`config.mk`:
```
export PLATFORM = sky130hd
export DESIGN_NAME = fetch_stage
export DESIGN_NICKNAME = d
export VERILOG_FILES = /design/src/rtl/fetch_stage_pkg.sv /design/src/rtl/fetch_stage_if_id_reg.sv /design/src/rtl/fetch_stage.sv
export SDC_FILE = /design/constraint.sdc
export NUM_CORES = 1
export LEC_CHECK = 0
export CAP_MARGIN = 20
export CORE_ASPECT_RATIO = 0.9
export CORE_UTILIZATION = 24
export CTS_CLUSTER_DIAMETER = 30
export CTS_CLUSTER_SIZE = 30
export DETAILED_ROUTE_END_ITERATION = 10
export PLACE_DENSITY = 0.47
export SLEW_MARGIN = 20
export SYNTH_ARGS = -nofsm -noshare
export SYNTH_HDL_FRONTEND = slang
export SYNTH_SLANG_ARGS = --single-unit
```
`constraint.sdc`:
```
create_clock -name clk -period 1.76 [get_ports clk]
set_clock_uncertainty 0.05 [all_clocks]
set_input_delay 0.352 -clock clk [delete_from_list [all_inputs] [get_ports clk]]
set_output_delay 0.352 -clock clk [all_outputs]
set_load 0.1 [all_outputs]
```
`src/rtl/fetch_stage_pkg.sv`:
```
// fetch_stage_pkg: shared constants and state encoding for the fetch stage
package fetch_stage_pkg;
  localparam logic [31:0] NOP_INSTR = 32'h0000_0000;
  localparam logic [31:0] RESET_PC_DEFAULT = 32'h0040_0000;
  typedef enum logic {FETCH = 1'b0, HALT = 1'b1} fetch_state_e;
endpackage

```
`src/rtl/fetch_stage_if_id_reg.sv`:
```
// fetch_stage_if_id_reg: IF/ID pipeline register with hold and flush
module fetch_stage_if_id_reg import fetch_stage_pkg::*; (
  input  logic        clk,
  input  logic        rst,
  input  logic        hold,
  input  logic        flush,
  input  logic        load,
  input  logic [31:0] instr_in,
  input  logic [31:0] pc4_in,
  output logic        valid,
  output logic [31:0] instr,
  output logic [31:0] pc4
);
  logic        valid_q, valid_d, take;
  logic [31:0] instr_q, instr_d, pc4_q, pc4_d;
  assign take = load && !hold && !flush;
  always_comb begin
    valid_d = flush ? 1'b0 : take ? 1'b1 : valid_q;
    instr_d = flush ? NOP_INSTR : take ? instr_in : instr_q;
    pc4_d   = take ? pc4_in : pc4_q;
  end
  always_ff @(posedge clk) begin
    if (rst) begin
      valid_q <= 1'b0;
      instr_q <= NOP_INSTR;
      pc4_q   <= '0;
    end else begin
      valid_q <= valid_d;
      instr_q <= instr_d;
      pc4_q   <= pc4_d;
    end
  end
  assign valid = valid_q;
  assign instr = instr_q;
  assign pc4   = pc4_q;
endmodule

```
`src/rtl/fetch_stage.sv`:
```
// fetch_stage: PC register, fetch/halt FSM and imem handshake feeding the IF/ID register
module fetch_stage import fetch_stage_pkg::*; #(
  parameter logic [31:0] RESET_PC = RESET_PC_DEFAULT,
  parameter int          CNT_W    = 32
) (
  input  logic             clk,
  input  logic             rst,
  output logic             imem_req,
  output logic [31:0]      imem_addr,
  input  logic             imem_ready,
  input  logic [31:0]      imem_rdata,
  input  logic             stall,
  input  logic             redirect_valid,
  input  logic [31:0]      redirect_pc,
  input  logic             sys_halt,
  output logic             if_id_valid,
  output logic [31:0]      if_id_instr,
  output logic [31:0]      if_id_pc4,
  output logic [5:0]       opcode,
  output logic [5:0]       func,
  output logic             fetch_err,
  output logic [CNT_W-1:0] fetch_count
);
  fetch_state_e     state_q, state_d;
  logic [31:0]      pc_q, pc_d;
  logic             err_q, err_d;
  logic [CNT_W-1:0] cnt_q, cnt_d;
  logic             fetching, accept, bad_tgt, flush;
  assign fetching  = state_q == FETCH;
  assign imem_req  = fetching && !stall && !redirect_valid && !sys_halt;
  assign imem_addr = pc_q;
  assign accept    = imem_req && imem_ready;
  assign bad_tgt   = redirect_pc[1:0] != 2'b00;
  // HALT keeps flushing so IF/ID can never pick up a word after termination
  assign flush = !fetching || sys_halt || redirect_valid || (imem_req && !imem_ready);
  always_comb begin
    state_d = (fetching && (sys_halt || (redirect_valid && bad_tgt))) ? HALT : state_q;
    pc_d    = (!fetching || sys_halt) ? pc_q
            : redirect_valid ? (bad_tgt ? pc_q : redirect_pc)
            : accept ? pc_q + 32'd4 : pc_q;
    err_d   = err_q || (fetching && !sys_halt && redirect_valid && bad_tgt);
    cnt_d   = accept ? cnt_q + CNT_W'(1) : cnt_q;
  end
  always_ff @(posedge clk) begin
    if (rst) begin
      state_q <= FETCH;
      pc_q    <= RESET_PC;
      err_q   <= 1'b0;
      cnt_q   <= '0;
    end else begin
      state_q <= state_d;
      pc_q    <= pc_d;
      err_q   <= err_d;
      cnt_q   <= cnt_d;
    end
  end
  fetch_stage_if_id_reg u_if_id (
    .clk     (clk),
    .rst     (rst),
    .hold    (stall),
    .flush   (flush),
    .load    (accept),
    .instr_in(imem_rdata),
    .pc4_in  (pc_q + 32'd4),
    .valid   (if_id_valid),
    .instr   (if_id_instr),
    .pc4     (if_id_pc4)
  );
  assign opcode      = if_id_instr[31:26];
  assign func        = if_id_instr[5:0];
  assign fetch_err   = err_q;
  assign fetch_count = cnt_q;
endmodule

```
Word level (Yosys, flattened, before mapping)
Index checks and enable logic that the tools add are counted.
{"block": "classes", "n_addsub": 2, "eq_ne": 1, "muxes": 3, "bitwise_logic": 2, "n_reduce_logical": 26}
{"operator": "two-way mux 32 bit", "count": 3}
{"operator": "adder 32 x 1 -> 32 bit (second input constant)", "count": 1}
{"operator": "adder 32 x 3 -> 32 bit (second input constant)", "count": 1}
{"operator": "logical AND 1 bit", "count": 12}
{"operator": "logical NOT 1 bit", "count": 5}
{"operator": "logical OR 1 bit", "count": 5}
{"operator": "nonzero test 2 bit", "count": 2}
{"operator": "AND reduction 3 bit", "count": 1}
{"operator": "!= test 2 bit (second input constant)", "count": 1}
{"operator": "NOT 1 bit", "count": 2}
{"operator": "OR reduction 2 bit", "count": 1}
{"block": "word_totals", "register_bits": 131, "input_bits": 70, "output_inout_bits": 143, "word_cells": 41}

Logic depth before layout (Yosys ltp)
{"block": "depth", "depth_word": 8, "ltp_mapped": 8, "mapped_depth_nobuf": 6}

By module
A second synthesis with hierarchy kept.
{"block": "unflattened", "cells_unflattened": 784, "area_unflattened_um2": 6239.7}
{"module": "fetch_stage", "n_inst": 1, "cells_per_inst": 498, "area_each_um2": 3970.1, "seq_area_each_um2": 1321.3}
{"module": "fetch_stage_if_id_reg", "n_inst": 1, "cells_per_inst": 286, "area_each_um2": 2269.7, "seq_area_each_um2": 1301.2}

Worst setup path after synthesis
Ideal clock, no wire load.
{"block": "synth_timing", "path_type": "input-to-reg", "start": "input redirect_valid", "end": "register cnt_q[30] (netlist: fetch_count[30])", "setup_time_ns": 0.128, "t_arrival_ns": 2.516, "t_required_ns": 1.582, "slack_ns": -0.934, "cell_stages": 6, "n_path_buf": 1, "cell_sequence": "nor4_4 nand4_1 buf_2 nor4_2 xnor2_1 nor2_1"}
{"block": "synth_between", "elab_chain_len": 4}
{"item": "start, declared", "line": "fetch_stage.sv:13", "text": "input logic redirect_valid,"}
{"item": "logical NOT 1 bit", "line": "fetch_stage.sv:30", "text": "assign imem_req = fetching && !stall && !redirect_valid && !sys_halt;"}
{"item": "logical AND 1 bit (2 in series)", "line": "fetch_stage.sv:30"}
{"item": "logical AND 1 bit", "line": "fetch_stage.sv:32", "text": "assign accept = imem_req && imem_ready;"}
{"item": "end signal, assigned", "line": "fetch_stage.sv:54", "text": "cnt_q <= cnt_d;"}
{"item": "end, declared", "line": "fetch_stage.sv:27", "text": "logic [CNT_W-1:0] cnt_q, cnt_d;"}
No other way between the ends.
A chain may end at the register's enable or synchronous reset.

Final worst setup path
{"block": "layout_timing", "start": "register pc_q[3] (netlist: imem_addr[3])", "end": "register pc_q[20] (netlist: imem_addr[20])"}
{"block": "layout_between", "elab_chain_len": 3}
{"item": "start, declared", "line": "fetch_stage.sv:25", "text": "logic [31:0] pc_q, pc_d;"}
{"item": "start signal, assigned", "line": "fetch_stage.sv:52", "text": "pc_q <= pc_d;"}
{"item": "adder 32 x 3 -> 32 bit", "line": "fetch_stage.sv:40", "text": ": accept ? pc_q + 32'd4 : pc_q;"}
{"item": "two-way mux 32 bit", "line": "fetch_stage.sv:40"}
{"item": "two-way mux 32 bit", "line": "fetch_stage.sv:39", "text": ": redirect_valid ? (bad_tgt ? pc_q : redirect_pc)"}
No other way between the ends. The select of a mux whose other input is x is not followed.

==> flow_summary_export.csv <==
group,metric,value,unit
status,status,"finished, final reports clean",
drt,viasPerCell,4.54,
logic_synthesis,synth-async-reset-ratio,0,%
die,die_w,171,um
sta,setup_tns,0,ns
pwr,leakagePower,4.55,nW
pwr,total_power,0.00814,W
finish,postLayoutCoreUtil,48.0,%
setup_path,cp_max_fo,4,
logic_synthesis,synth_area,6160,um2
drt,dr_wl_met3,1300,um
setup_path,critPathCaptureType,"flip-flop",
drt,ant_nets,0,
sta,setup_ws,0.0297,ns
logic_synthesis,synth_edf_count,0,
flow_run,drv_cap,0,
drt,wl_met2,10300,um
sta,fin_crit,1.73,ns
setup_path,start_kind,"flip-flop",
setup_path,startpoint,"imem_addr[3]",
sta,timing.max_slew.rel_slack,72.3,%
global_route,antenna_found_initial,1,
die,die_y,154,um
drt,wl_per_cell,16.0,um
sta,fmax,0.578,GHz
sta,max_slew.worst_pin.slew,0.416,ns
logic_synthesis,ys_ff_latch,131,
pwr,ir_worst_vdd,444,uV
die,num_rows,55,
finish,finalNetCount,1139,
drt,top_layer_used,"met5",
drt,route.layer.met1.wl,10900,um
logic_synthesis,syn_area_per_cell,8.06,um2
drt,drc,0,
finish,final_common_cell,"buf_12",
global_route,gr-usage-all-layers,17.5,%
drt,finalWirelength,22800,um
hold_path,hp-class,"input pin to flip-flop",
clock_tree,ctsHoldBuffers,0,
clock_tree,cts_tree,"yes",
logic_synthesis,synth_cell_types,53,
global_route,grt_remaining_overflow,0,
global_route,grt_max_degree,61,
die,start_util,24.5,%
finish,syn_to_final_growth,96.3,%
pwr,powerDensity,673,nW/um2
global_route,grt_pass1_vias,6279,
setup_path,arrival,2.01,ns
finish,diodes,0,
die,core_area,25200,um2
logic_synthesis,netlist_instances,765,
placement,gp_congestion,0.793,
drt,dr_total_vias,6456,
sta,min_period_over_period,98.3,%
clock_tree,cts_num_sinks,131,
die,dieArea,26300,um2
setup_path,rr_worst_depth,7,
setup_path,r2r-start,"imem_addr[3]",
logic_synthesis,synthesis.nets,837,
logic_synthesis,yosys_warnings,0,
sta,rsz0062_at_grt,"yes",
clock_tree,insertion_delay,0.41,ns
clock_tree,numCtsBuffers,17,
finish,most-common-layout-cells,"buf_12, buf_4, nand2_1, dfxtp_1, nor2_1",
logic_synthesis,seq_area_frac_synth,42.6,%
drt,drtIter0Drc,261,
setup_path,critPathKind,"flip-flop to flip-flop",
setup_path,cp-endpoint,"imem_addr[20]",
clock_tree,ctsLongestPathBuffers,2,
clock_tree,clk_pin_slew_worst_paths,0.07,ns
global_route,grt_pass1_wl,35700,um
logic_synthesis,dominantRegCellSynth,"dfxtp_1",
placement,dp_slack,-0.591,ns
placement,portBuffers,212,
setup_path,timing.rr.end,"imem_addr[20]",
sta,whs,0.347,ns
setup_path,worstPathRequired,2.04,ns
clock_tree,cts_root_buffer,"clkbuf_16",
sta,maxSlewViolCount,0,
finish,drive_above_1_share,40.2,%
drt,first_pass_iters,4,
die,io_pins,213,
sta,setup_viol,0,
sta,hold_viol,0,
placement,hpwlAfterDp,16400,um
clock_tree,htreeDepth,4,
setup_path,worst-r2r-setup-slack,0.03,ns
==> cell type report <==
cell class              count  area, um2
well taps                 342        428
clock inverters            14        223
multi-input cells         553       3510
inverters                   7       26.3
repair buffers            357       4810
clock buffers              18        429
fillers                  2333      13100
flip-flops and latches    131       2670
==> cells by family (layout without fill, tap and decap cells) <==
family | after synthesis | after routing | share of synthesized area, %
XOR/XNOR | 52 | 52 | 7.39
adder cells (fa/ha/maj) | 2 | 2 | 0.406
flip-flops | 131 | 131 | 42.6
AND/OR/NAND/NOR | 324 | 324 | 26.2
multiplexers | 4 | 4 | 0.670
buffers and inverters | 81 | 396 | 6.13
AO/OA/AOI/OAI | 171 | 171 | 16.7
==> Yosys cell counts, types with 17 or more instances <==
cell / n / area, um2
xnor2_1: 32 / 280
a21oi_1: 74 / 370
and3_1: 18 / 113
o21ai_0: 36 / 180
clkbuf_1: 38 / 143
nor3_1: 17 / 85.1
xor2_1: 20 / 175
nor2_1: 72 / 270
nand3_1: 32 / 160
nand2_1: 116 / 435
buf_2: 17 / 85.1
dfxtp_1: 131 / 2620
nand4_1: 18 / 113
==> through the flow <==
step | std cells | area, um2
floorplan | 765 | 6630
global placement | 1382 | 11200
detailed placement | 1382 | 11200
CTS | 1418 | 12000
global route | 1422 | 12100
finish | 1422 | 12100
==> worst min-delay path by stage <==
stage,from,end,cells past startpoint
floorplan,imem_addr[0],u_if_id.pc4[0],2
global placement,u_if_id.instr[8],u_if_id.instr[8],2
detailed placement,u_if_id.instr[7],u_if_id.instr[7],2
CTS,redirect_valid,state_q,4
global route,redirect_valid,state_q,4
finish,redirect_valid,state_q,4
==> where the power goes <==
group | leakage (nW) | total, W | switching (W) | internal [W]
logic | 3.16 | 0.00106 | 0.000612 | 0.000452
registers | 1.07 | 0.00305 | 0.0000453 | 0.00301
clock network | 0.312 | 0.00402 | 0.00148 | 0.00254
==> critical path: stages (launching register included) <==
cell and delay [ns]:
dfxtp_2 0.33, ha_2 0.19, nand2_2 0.09, nor4_4 0.26, buf_4 0.18, nand2_2 0.06, o311a_1 0.28, o31ai_1 0.20
==> state kept, by name, indices dropped and copies added, names as in the netlist <==
| signal | cells |
|---|---|
| imem_addr | 32 |
| state_q | 1 |
| u_if_id.instr | 32 |
| u_if_id.pc4 | 32 |
| fetch_count | 32 |
| u_if_id.valid | 1 |
| fetch_err | 1 |
==> per-layer routing <==
metal	GRT usage [%]	up-vias
met3	4.30	12
li1	-	3282
met4	4.55	2
met5	0	-
met2	27.2	179
met1	24.0	2981
==> timing repair <==
item                       in CTS  in global routing
pin swaps                       4                 10
gates resized for setup        15                 21
setup endpoints to repair      89                 86
gates cloned                    0                  1
setup buffers                   5                  4
Power figures use the tool's default switching activity.
